`src/rtl/cpu_pkg.sv`:
```
// Shared fetch-path types and constants for the monocycle MIPS core.
package cpu_pkg;

  localparam logic [31:0] RESET_PC_DEFAULT = 32'h0000_0000;
  localparam int unsigned INSTR_BYTES      = 4;
  localparam logic [1:0]  ALIGN_MASK       = 2'b11;

  typedef enum logic [1:0] {
    IDLE = 2'd0,
    REQ  = 2'd1,
    HOLD = 2'd2,
    ERR  = 2'd3
  } fetch_state_e;

endpackage

```
`src/rtl/fetch_timeout_ctr.sv`:
```
// Clear/increment wait counter; tc_c flags the last allowed cycle (TIMEOUT-1).
module fetch_timeout_ctr #(
  parameter int unsigned TIMEOUT = 16
) (
  input  logic clk,
  input  logic rst_n,
  input  logic clr,
  input  logic inc,
  output logic tc_c
);

  localparam int unsigned CW = $clog2(TIMEOUT) + 1;

  logic [CW-1:0] cnt_q, cnt_d;

  always_comb begin
    cnt_d = cnt_q;
    if (clr) begin
      cnt_d = '0;
    end else if (inc) begin
      cnt_d = cnt_q + CW'(1);
    end
  end

  always_ff @(posedge clk) begin
    if (!rst_n) begin
      cnt_q <= '0;
    end else begin
      cnt_q <= cnt_d;
    end
  end

  assign tc_c = (cnt_q == CW'(TIMEOUT - 1));

endmodule

```
`src/rtl/pc_fetch_unit.sv`:
```
// PC register plus req/ack instruction fetch; holds the fetched word for decode
// until the core retires it, and halts in ERR on misalignment or fetch timeout.
module pc_fetch_unit
  import cpu_pkg::*;
#(
  parameter int unsigned     WIDTH    = 32,
  parameter logic [WIDTH-1:0] RESET_PC = WIDTH'(RESET_PC_DEFAULT),
  parameter int unsigned     TIMEOUT  = 16
) (
  input  logic             clk,
  input  logic             rst_n,
  input  logic [WIDTH-1:0] next_pc,
  input  logic             pc_advance,
  output logic             imem_req,
  output logic [WIDTH-1:0] imem_addr,
  input  logic             imem_ack,
  input  logic [WIDTH-1:0] imem_rdata,
  output logic [WIDTH-1:0] instr,
  output logic             instr_valid,
  output logic [WIDTH-1:0] pc,
  output logic [WIDTH-1:0] pc_plus4,
  output logic             misalign_err,
  output logic             timeout_err,
  output logic             halted
);

  fetch_state_e     state_q, state_d;
  logic [WIDTH-1:0] pc_q, pc_d;
  logic [WIDTH-1:0] instr_q, instr_d;
  logic             valid_q, valid_d;
  logic             req_q, req_d;
  logic             mis_q, mis_d;
  logic             to_q, to_d;
  logic             halted_q, halted_d;
  logic             ctr_clr, ctr_inc, ctr_tc_c;

  fetch_timeout_ctr #(.TIMEOUT(TIMEOUT)) u_ctr (
    .clk   (clk),
    .rst_n (rst_n),
    .clr   (ctr_clr),
    .inc   (ctr_inc),
    .tc_c  (ctr_tc_c)
  );

  // Next-state and registered-output computation
  always_comb begin
    state_d  = state_q;
    pc_d     = pc_q;
    instr_d  = instr_q;
    valid_d  = valid_q;
    req_d    = req_q;
    mis_d    = mis_q;
    to_d     = to_q;
    halted_d = halted_q;
    ctr_clr  = 1'b0;
    ctr_inc  = 1'b0;

    unique case (state_q)
      IDLE: begin
        state_d = REQ;
        req_d   = 1'b1;
      end
      REQ: begin
        // An ack on the final allowed cycle still beats the timeout
        if (imem_ack) begin
          instr_d = imem_rdata;
          valid_d = 1'b1;
          req_d   = 1'b0;
          ctr_clr = 1'b1;
          state_d = HOLD;
        end else if (ctr_tc_c) begin
          to_d     = 1'b1;
          halted_d = 1'b1;
          req_d    = 1'b0;
          state_d  = ERR;
        end else begin
          ctr_inc = 1'b1;
        end
      end
      HOLD: begin
        if (pc_advance) begin
          pc_d    = next_pc;
          valid_d = 1'b0;
          if ((next_pc[1:0] & ALIGN_MASK) == 2'b00) begin
            req_d   = 1'b1;
            state_d = REQ;
          end else begin
            mis_d    = 1'b1;
            halted_d = 1'b1;
            state_d  = ERR;
          end
        end
      end
      ERR: begin
        req_d   = 1'b0;
        valid_d = 1'b0;
      end
      default: state_d = ERR;
    endcase
  end

  always_ff @(posedge clk) begin
    if (!rst_n) begin
      state_q  <= IDLE;
      pc_q     <= RESET_PC;
      instr_q  <= '0;
      valid_q  <= 1'b0;
      req_q    <= 1'b0;
      mis_q    <= 1'b0;
      to_q     <= 1'b0;
      halted_q <= 1'b0;
    end else begin
      state_q  <= state_d;
      pc_q     <= pc_d;
      instr_q  <= instr_d;
      valid_q  <= valid_d;
      req_q    <= req_d;
      mis_q    <= mis_d;
      to_q     <= to_d;
      halted_q <= halted_d;
    end
  end

  assign imem_req     = req_q;
  assign imem_addr    = pc_q;
  assign instr        = instr_q;
  assign instr_valid  = valid_q;
  assign pc           = pc_q;
  assign pc_plus4     = pc_q + WIDTH'(INSTR_BYTES);
  assign misalign_err = mis_q;
  assign timeout_err  = to_q;
  assign halted       = halted_q;

endmodule

```
`config.mk`:
```
export PLATFORM = sky130hd
export DESIGN_NAME = pc_fetch_unit
export DESIGN_NICKNAME = d
export VERILOG_FILES = /design/src/rtl/cpu_pkg.sv /design/src/rtl/fetch_timeout_ctr.sv /design/src/rtl/pc_fetch_unit.sv
export SDC_FILE = /design/constraint.sdc
export NUM_CORES = 1
export LEC_CHECK = 0
export ABC_AREA = 1
export CAP_MARGIN = 30
export CORE_MARGIN = 2
export CORE_UTILIZATION = 37
export CTS_CLUSTER_DIAMETER = 50
export DETAILED_ROUTE_END_ITERATION = 12
export MAX_ROUTING_LAYER = met4
export PLACE_DENSITY_LB_ADDON = 0.15
export RECOVER_POWER = 100
export SKIP_CTS_REPAIR_TIMING = 1
export SYNTH_ARGS = -nofsm -noshare
export SYNTH_HDL_FRONTEND = slang
export SYNTH_SLANG_ARGS = --single-unit
```
`constraint.sdc`:
```
create_clock -name clk -period 1.55 [get_ports clk]
set_input_delay 0.31 -clock clk [delete_from_list [all_inputs] [get_ports clk]]
set_output_delay 0.31 -clock clk [all_outputs]
set_load 0.03 [all_outputs]
```
# Word level (Yosys, flattened, before mapping)

Index checks and enable logic that the tools add are counted.
W data, S select, Z words.

Bits in registers: 76
Bits of input ports: 68
Output and inout bits: 133
Word-level logic and storage cells: 62

$add $sub $neg: 2
Equal/unequal tests: 11
Muxes and demuxes: 23
Bitwise operators: 3
Reduce and logical (&&, ||, !) cells: 14

Operator list:

| cell                    | number |
|---|---|
| $add A32 B3 Y32 const B | 1 |
| $mux W1                 | 15 |
| $reduce_and A3 Y1       | 5 |
| $ne A2 B2 Y1 const B    | 6 |
| $mux W2                 | 4 |
| $pmux W2 S3             | 1 |
| $reduce_bool A3 Y1      | 2 |
| $add A5 B1 Y5 const B   | 1 |
| $eq A5 B4 Y1 const B    | 1 |
| $reduce_and A5 Y1       | 1 |
| $eq A2 B2 Y1 const B    | 2 |
| $logic_not A2 Y1        | 2 |
| $pmux W1 S4             | 1 |
| $reduce_and A2 Y1       | 2 |
| $ne A3 B3 Y1 const B    | 1 |
| $not A1 Y1              | 3 |
| $pmux W1 S3             | 1 |
| $eq A2 B1 Y1 const B    | 1 |
| $pmux W1 S2             | 1 |
| $reduce_bool A2 Y1      | 1 |
| $reduce_or A2 Y1        | 1 |

# Logic depth before layout (Yosys ltp)

Gate-level depths: netlist (run 1).

Depth after elaboration: 4
Mapped depth: 10
Depth with buffers taken out: 10

# Modules after synthesis

Synthesis (run 1) repeated with hierarchy kept, for this count alone.

Cell total of the unflattened synthesis: 575
Area total of the unflattened synthesis: 3976.3 sq um

By module, submodules not included:

| module            | instances | cells each | area each (sq um) | seq. area each (sq um) |
|---|---|---|---|---|
| pc_fetch_unit     | 1         | 544        | 3717.3            | 1421.4 |
| fetch_timeout_ctr | 1         | 31         | 259.0             | 100.1 |

# Worst setup path after synthesis (run 1)

No wires, ideal clock.

Path type: register -> output
Start: register pc_q[3], in the netlist imem_addr[3]
End: output port pc_plus4[16]
Data arrival time: 1.814 ns
Slack: -0.574 ns
Cell stages (with the launch flop): 6
Buffers on the path: 0
Cell sequence: dfxtp_1 -> ha_1 -> nand3_1 -> nor2_2 -> nand3_2 -> xnor2_1

Word-level cells in the longest chain between the ends: 1

Ends and longest elaborated chain:

| element                  | line                 | RTL |
|---|---|---|
| start: declaration       | pc_fetch_unit.sv:28  | `logic [WIDTH-1:0] pc_q, pc_d;` |
| start signal: assignment | pc_fetch_unit.sv:114 | `pc_q <= pc_d;` |
| $add A32 B3 Y32          | pc_fetch_unit.sv:129 | `assign pc_plus4 = pc_q + WIDTH'(INSTR_BYTES);` |
| end: declaration         | pc_fetch_unit.sv:21  | `output logic [WIDTH-1:0] pc_plus4,` |

Every way passes these cells.

# Worst setup path in the final report (run 1)

Start: register pc_q[2], in the netlist imem_addr[2]
End: output port pc_plus4[17]

Same word-level chain as after synthesis.

==> results.md, run 1 <==
- Final hold violations: 0
- CP cell instances: buf_6 > clkinvlp_4 > nor2_4 > nand2_4 > buf_4 > nor2_4 > xor2_4 > buf_6
- Vias: 4511
- Startpoint Class: register
- Total CTS buffers: 9
- Initial antenna violation count: 0
- Syn avg cell area: 6.89 um2
- Core region area: 10400 um2
- Period minus WS final: 2080 ps
- Max-cap violation count: 0
- DRT antenna net count: 0
- Die ar.: between 10000 and 15000 um2
- Initial DRC count: roughly 160
- Most common cell after layout, fill and taps aside: nor2_1
- Final Max Tran Viols: 0
- Drt pass-1 iters: 5
- Grt ovf: 0
- Layout area overhead: 80.0%
- CP endpoint: pc_plus4[17]
- Post-Layout Inst Area: 7220 um2
- Dpl cell area: 6680 um2
- Synth area leader: dfxtp_1
- Die Y: roughly 110 um
- H-tree levels: 3
- Status: finished with violations
- Synth top area share: 0.380
- WS Path Type: register to output port
- RSZ-0062 raised after global routing: true
- Dpl hpwl: around 10 mm
- Register area share after synthesis: 0.380
- GRT Overall Usage: 0.222
- Cell Area, Synth: 4010 um2
- Flop and latch count out of synthesis: 76
- Tightest Pin Transition: 407 ps
- WP data arrival: 1770 ps
- CTS tree: yes
- Failing checks: setup timing
- WP depth: 8
- Worst R2R Path Depth: 9
- First-pass GRT wire length: just under 20 mm
- Largest stage delay on the critical path: 370 ps
- Unique cell type count in the Yosys netlist: 25
- Clock sinks: 76
- Peak supply drop: between 0.8 and 0.9 mV
- Inst Count DP: 926
- Fin Clk Skew: around 12 ps
- Worst R2R Start: u_ctr.cnt_q[1]
- Worst skew pair latency: 350 ps
- Synth Warn #: 0
- R2R setup slack: -60 ps
- Max Fclk: ~480 MHz
- Vias per cell: 4.72
- Power Density: 1290 nW/um2
- Drt total wl: 13.5 mm
- Pleak: 0.00367 uW
- IO buf count: 200
- # rows: 37
- Most frequent cells in the layout: 129 x nor2_1, 66 x clkdlybuf4s50_1, 64 x o21ai_0, 59 x nand2_1
- Final setup viols: 37
- Die width: 108 um
- Synthesized Nets: roughly 660
- Top Ports: between 200 and 250
- Worst slew margin: 0.730
- CTS Root Cell: clkbuf_8
- Hold path startpoint: rst_n
- Number of global-route vias before repair: a little over 4000
- Critical Path RT: 1240 ps
- Layout cells sized above 1: 0.334
- Worst min path class: input pin to register
- Crit. End Element: output port
- Drt drc: 0
- Worst path slowest cell: dfxtp_4
- Final Wtd Congestion: 0.880
- Clk slew on worst S/H paths: ~80 ps
- Top delay family on crit path: buffers and inverters
- Max clock buf depth: 2
- Bufs and invs on worst path: 4
- Largest net degree at the start of global routing: 40
- Critical Path Source: imem_addr[2]
- Synth Instances: 582
- Area contributors post-synth: dfxtp_1 38%, nor2_1 14%, nand2_1 9.3%
- CP max FO: 4
- Reg-to-reg endpoint: state_q[1]
- Setup WS post-layout: -526 ps
- Antenna cells: 0
- Fin cells: about 960
- Starting Density: 0.385
- Nets: 891
- Wire per inst: 14.2 um
- Fin crit share: 1.34
-- metal layers --
metal / vias up / GRT usage / part of all wire
met5: - / - / 0
met3: 25 / 0.0585 / 0.082
met2: 158 / 0.379 / 0.51
met4: 0 / 0.0742 / 0.024
li1: 2266 / - / -
met1: 2062 / 0.253 / 0.39
-- cell usage after synthesis, drive strengths merged --
master	instances
o21ai	69
nor3	2
a21oi	20
clkbuf	11
dfxtp	76
inv	37
nor2	167
nand2	109
xnor2	6
nand3b	7
xor2	9
nand4	1
clkinv	1
nand3	17
ha	8
buf	42
-- worst reg2reg max path: cells and delay by family (launching register included) --
family | cells | cell delay [ps]
AOI/OAI and AO/OA | 1 | 150
buffers and inverters | 1 | 40
adders and majority gates | 2 | 380
and+or+nand+nor | 5 | 570
DFF | 1 | 360
-- worst min-delay path by stage --
stage / to / slack [ps] / depth (start not counted)
after floorplan: imem_addr[0] / 460 / 2
after detailed placement: timeout_err / 450 / 2
after global routing: instr[10] / 380 / 3
final: instr[0] / 360 / 3
after CTS: instr[0] / 350 / 3
after global placement: timeout_err / 440 / 2
-- registers in the layout, summed over array words and instances (netlist names) --
register      count
instr_valid       1
timeout_err       1
instr            32
u_ctr.cnt_q       5
imem_req          1
misalign_err      1
imem_addr        32
state_q           2
halted            1
-- cell families after synthesis --
family / synth area share
AO/OA/AOI/OAI: 0.111
XOR/XNOR: 0.0347
adder cells (fa/ha/maj): 0.0250
buffers and inverters: 0.122
flip-flops: 0.380
AND/OR/NAND/NOR: 0.328
-- report_power, final --
part | internal, uW | total [uW] | switching (uW)
clock network | 1000 | 1760 | 761
logic | 1830 | 4740 | 2920
registers | 2440 | 2800 | 363
-- per-stage QoR --
stage / setup slack [ps] / utilization / hold WS [ps] / total power, uW / TNS (ps)
finish: -526 / 0.693 / 359 / 9310 / -10900
global route: -614 / 0.693 / 379 / 9900 / -15800
CTS: -563 / 0.664 / 347 / 9590 / -36270
detailed placement: -167 / 0.641 / 450 / 7800 / -4000
global placement: -130 / 0.641 / 442 / 7730 / -2820
floorplan: -150 / - / 458 / 5770 / -2000
-- area by class of cell --
| class | instances | area (um2) |
|---|---|---|
| Clock buffer | 11 | 151 |
| Clock inverter | 5 | 82.6 |
| Fill cell | 851 | 3200 |
| Inverter | 38 | 156 |
| Multi-Input combinational cell | 415 | 2580 |
| Sequential cell | 76 | 1600 |
| Tap cell | 136 | 170 |
| Timing Repair Buffer | 275 | 2470 |
(Power assumes the default switching activity.)
==> run 2, diff against run 1 <==
Settings changed: CORE_UTILIZATION 37 to 50, DONT_BUFFER_PORTS set to 1, HOLD_SLACK_MARGIN set to 0.1.
==> results.md, run 2 (same netlist as run 1, synthesis figures left out) <==
- Final Core Density: 0.685
- WS Path Type: register to output port
- Clock sinks: 76
- Peak supply drop: slightly above 1 mV
- Final setup viols: just under 60
- Drt drc: 0
- Reg-to-reg endpoint: state_q[1]
- CTS Root Cell: clkbuf_8
- Hold WS: 90.6 ps
- Post-Layout Inst Area: 5300 um2
- Max Fclk: 509 MHz
- First-pass GRT wire length: 17.0 mm
- Switching Share: 0.475
- Die Y: 93.5 um
- Final Max Tran Viols: 0
- Fin cells: approximately 730
- Pre-CTS setup slack: -72.3 ps
- Grt ovf: 0
- Hold path startpoint: rst_n
- Pint: 4210 uW
- Final hold violations: 0
- Status: finished with violations
- Dpl cell area: 4670 um2
- CP cell instances: buf_6 > clkinvlp_4 > buf_4 > buf_6 > nor2_4 > buf_6 > xor2_4
- Total CTS buffers: 9
- Clk slew on worst S/H paths: about 80 ps
- Worst R2R Start: u_ctr.cnt_q[1]
- IO buf count: 0
- Top delay family on crit path: buffers and inverters
- Die width: 93.5 um
- Hold endpoint: instr[22]
- Most common cell after layout, fill and taps aside: nor2_1
- CP max FO: 3
- Most used cell, CP: buf_6
- Dpl hpwl: 8.17 mm
- Crit. End Element: output port
- Largest net degree at the start of global routing: around 70
- Tightest Pin Transition: 1040 ps
- Setup WS post-layout: -414 ps
- Bufs and invs on worst path: 5
- Wire per inst: 16.1 um
- Initial DRC count: 108
- Worst min path class: input pin to register
- RSZ-0062 raised after global routing: true
- Initial antenna violation count: 1
- Max-cap violation count: 0
- Worst path slowest cell: dfxtp_4
- Vias per cell: 5.17
- Fin Clk Skew: 8.64 ps
- Comb power frac: 0.404
- Nets: 700
- CTS tree: yes
- Die ar.: 8750 um2
- Worst skew pair latency: around 350 ps
- Number of global-route vias before repair: 3665
- # rows: 32
- H-tree levels: 3
- Hold path depth: 2
- Vias: between 3000 and 4000
- Drt pass-1 iters: 4
- Layout cells sized above 1: 0.374
- Failing checks: setup timing
- Top Ports: 201
- DRT antenna net count: 0
- Startpoint Class: register
- Worst R2R Path Depth: 10
- Most frequent cells in the layout: 131 x nor2_1, 65 x o21ai_0, 59 x nand2_1, 55 x dfxtp_1
- Starting Density: 0.519
- R2R setup slack: -110 ps
- WP data arrival: between 1500 and 2000 ps
- Inst Count DP: 701
- Final Wtd Congestion: 0.948
- Fin crit share: 1.27
- Clock Power Share: 0.185
- Pleak: 0.00215 uW
- Largest stage delay on the critical path: 370 ps
- Power Density: about 1500 nW/um2
- Worst slew margin: 0.306
- Sequential share of power: 0.411
- Max clock buf depth: 2
- Layout area overhead: 32.1%
- Core region area: between 7000 and 8000 um2
- Drt total wl: roughly 12 mm
- Period minus WS final: 1960 ps
- Critical Path RT: 1240 ps
- Switching power of the nets: ~3800 uW
- GRT Overall Usage: 0.253
-- run 2: cell count changes in the layout (fill, tap and decap cells not counted), sizes merged --
cell	before	now
bufinv	2	1
dlymetal6s2s	42	0
buf	102	49
clkbuf	76	39
clkinvlp	1	3
dlygate4sd3	0	5
clkdlybuf4s50	66	0
diode	0	1
-- run 2: worst max path at each step --
stage	startpoint	end	slack (ps)	cells after the start
floorplan	imem_addr[2]	pc_plus4[13]	-150	5
global placement	imem_addr[2]	pc_plus4[14]	-50	6
detailed placement	imem_addr[2]	pc_plus4[20]	-70	8
CTS	imem_addr[2]	pc_plus4[20]	-460	8
global route	imem_addr[11]	pc_plus4[29]	-550	8
finish	imem_addr[2]	pc_plus4[11]	-410	7
-- run 2: per-layer routing --
| metal | global-route usage | up-vias | wire, um |
|---|---|---|---|
| li1 | - | 1874 | - |
| met2 | 0.460 | 145 | 6140 |
| met4 | 0.0686 | 0 | 129 |
| met1 | 0.253 | 1748 | 4460 |
| met5 | - | - | 0 |
| met3 | 0.0959 | 10 | 1060 |
-- run 2: layout make-up --
| cell class | count | area [um2] |
|---|---|---|
| Multi-Input combinational cell | 415 | 2590 |
| Fill cell | 667 | 2430 |
| Sequential cell | 76 | 1590 |
| Timing Repair Buffer | 84 | 643 |
| Inverter | 38 | 154 |
| Tap cell | 102 | 128 |
| Clock buffer | 9 | 124 |
| Clock inverter | 6 | 65.1 |
| Antenna cell | 1 | 2.50 |
-- run 2: through the flow --
| step | power, uW | setup TNS, ps |
|---|---|---|
| 6_report | 8010 | -11470 |
| 5_1_grt | 8490 | -16530 |
| 4_1_cts | 7840 | -10950 |
| 3_5_place_dp | 6360 | -720 |
| 3_3_place_gp | 6280 | -372 |
| 2_1_floorplan | 5770 | -2000 |
-- run 2: power by group through the flow --
stage,combinational [uW],sequential [uW],clock (uW)
after global routing,3550,3350,1600
after global placement,2990,3290,0
after CTS,3060,3260,1520
after floorplan,2130,3640,0
final,3230,3300,1480
after detailed placement,3050,3300,0
==> run 3, diff against run 2 <==
Settings changed: TNS_END_PERCENT set to 10.
==> results.md, run 3 (same netlist as run 1, synthesis figures left out) <==
- WP data arrival: between 1500 and 2000 ps
- Worst slew margin: 0.425
- Max Fclk: 502 MHz
- Max-cap violation count: 0
- Dpl cell area: 4730 um2
- Most frequent cells in the layout: 139 x nor2_1, 79 x nand2_1, 68 x o21ai_0, 62 x buf_4, 50 x dfxtp_1
- GRT Overall Usage: 0.253
- Clock sinks: 76
- Dpl hpwl: 8.36 mm
- Drt drc: 0
- Nets: 700
- Clk slew on worst S/H paths: 80 ps
- Largest net degree at the start of global routing: about 70
- Layout cells sized above 1: 0.314
- Critical Path RT: about 1200 ps
- Clock Power Share: 0.187
- Setup WS post-layout: -441 ps
- Critical Path Source: imem_addr[2]
- Drt total wl: 11.2 mm
- Layout area overhead: 27.5%
- Die ar.: between 8000 and 9000 um2
- CP max FO: 5
- Grt ovf: 0
- Comb power frac: 0.409
- Final setup viols: 30
- Sequential share of power: 0.404
- Top Ports: 201
- Final Wtd Congestion: ~0.94
- CTS Root Cell: clkbuf_8
- Worst R2R Path Depth: 10
- Period minus WS final: around 2000 ps
- Pint: around 4300 uW
- Reg-to-reg endpoint: state_q[1]
- Power Density: 1580 nW/um2
- Total CTS buffers: 9
- CP endpoint: pc_plus4[19]
- # rows: 32
- Fin Clk Skew: 12.9 ps
- First-pass GRT wire length: 17.0 mm
- Worst skew pair latency: 340 ps
- Status: finished with violations
- Switching Share: 0.466
- Final Core Density: 0.661
- Worst min path class: input pin to register
- Post-Layout Inst Area: 5110 um2
- IO buf count: 0
- Max clock buf depth: 2
- Most common cell after layout, fill and taps aside: nor2_1
- Crit. End Element: output port
- Die width: 93.5 um
- RSZ-0062 raised after global routing: true
- Drt pass-1 iters: 4
- Fin crit share: 1.28
- Final hold violations: 0
- Initial antenna violation count: 1
- Peak supply drop: between 1 and 1.5 mV
- Initial DRC count: 138
- Vias per cell: between 5 and 6
- R2R setup slack: -50 ps
- Final Max Tran Viols: 0
- Startpoint Class: register
- Switching power of the nets: 3770 uW
- Number of global-route vias before repair: ~3600
- Setup TNS: -10090 ps
- CTS tree: yes
- DRT antenna net count: 0
- H-tree levels: 3
- Failing checks: setup timing
- WS Path Type: register to output port
- Die Y: 93.5 um
- Pleak: 0.00209 uW
- Tightest Pin Transition: 860 ps
- Core region area: 7730 um2
- Wire per inst: 15.3 um
- Starting Density: 0.519
- Worst R2R Start: u_ctr.cnt_q[1]
- Vias: 3790
-- run 3: cell types whose count changed in the layout (fill, tap and decap cells not counted), sizes merged --
cell,before,now
clkbuf,39,15
buf,49,75
dlygate4sd3,5,3
-- run 3: worst min-delay path by stage --
stage,slack (ps),depth (start not counted),endpoint,startpoint
3_5_place_dp,450,2,state_q[0],rst_n
6_report,100,2,instr[14],rst_n
4_1_cts,80,2,state_q[0],rst_n
3_3_place_gp,440,2,state_q[0],rst_n
2_1_floorplan,460,2,imem_addr[0],next_pc[0]
5_1_grt,100,2,instr[27],rst_n
-- run 3: metrics by stage --
step,hold WS [ps],power [uW],setup slack (ps),std cells
after detailed placement,450,6520,-96.6,712
after floorplan,458,5710,-150,582
after CTS,75.1,8020,-478,727
after global placement,442,6420,-67.8,712
after global routing,101,8580,-549,731
final,103,8080,-441,731
-- run 3: area by class of cell --
| cell class | instances | area, um2 |
|---|---|---|
| antenna | 1 | 2.50 |
| clock buffer | 9 | 124 |
| clock inverter | 6 | 65.1 |
| fill | 690 | 2620 |
| inverter | 38 | 150 |
| multi-input combinational | 415 | 2330 |
| sequential | 76 | 1570 |
| tap | 102 | 128 |
| timing repair buffer | 84 | 744 |
-- run 3: critical path, stage by stage, from the launching register on --
cell and delay [ps]:
dfxtp_4 350, buf_4 120, clkinvlp_4 120, nor2_4 160, nand2_4 110, nor2_4 190
nand2_1 90, nand2_1 80, nand2_2 130
-- run 3: metal layers --
layer	part of all wire	track usage	routed length, um	up-vias
li1	-	-	-	1873
met2	0.51	0.455	5710	154
met3	0.077	0.0806	856	19
met4	0.019	0.0613	216	0
met1	0.39	0.270	4410	1744
met5	0	-	0	-
-- run 3: power groups by stage --
| stage | combinational (uW) | clock [uW] | sequential (uW) |
|---|---|---|---|
| after global placement | 3150 | 0 | 3270 |
| after CTS | 3240 | 1540 | 3240 |
| final | 3310 | 1510 | 3260 |
| after floorplan | 2100 | 0 | 3610 |
| after global routing | 3640 | 1620 | 3320 |
| after detailed placement | 3240 | 0 | 3280 |
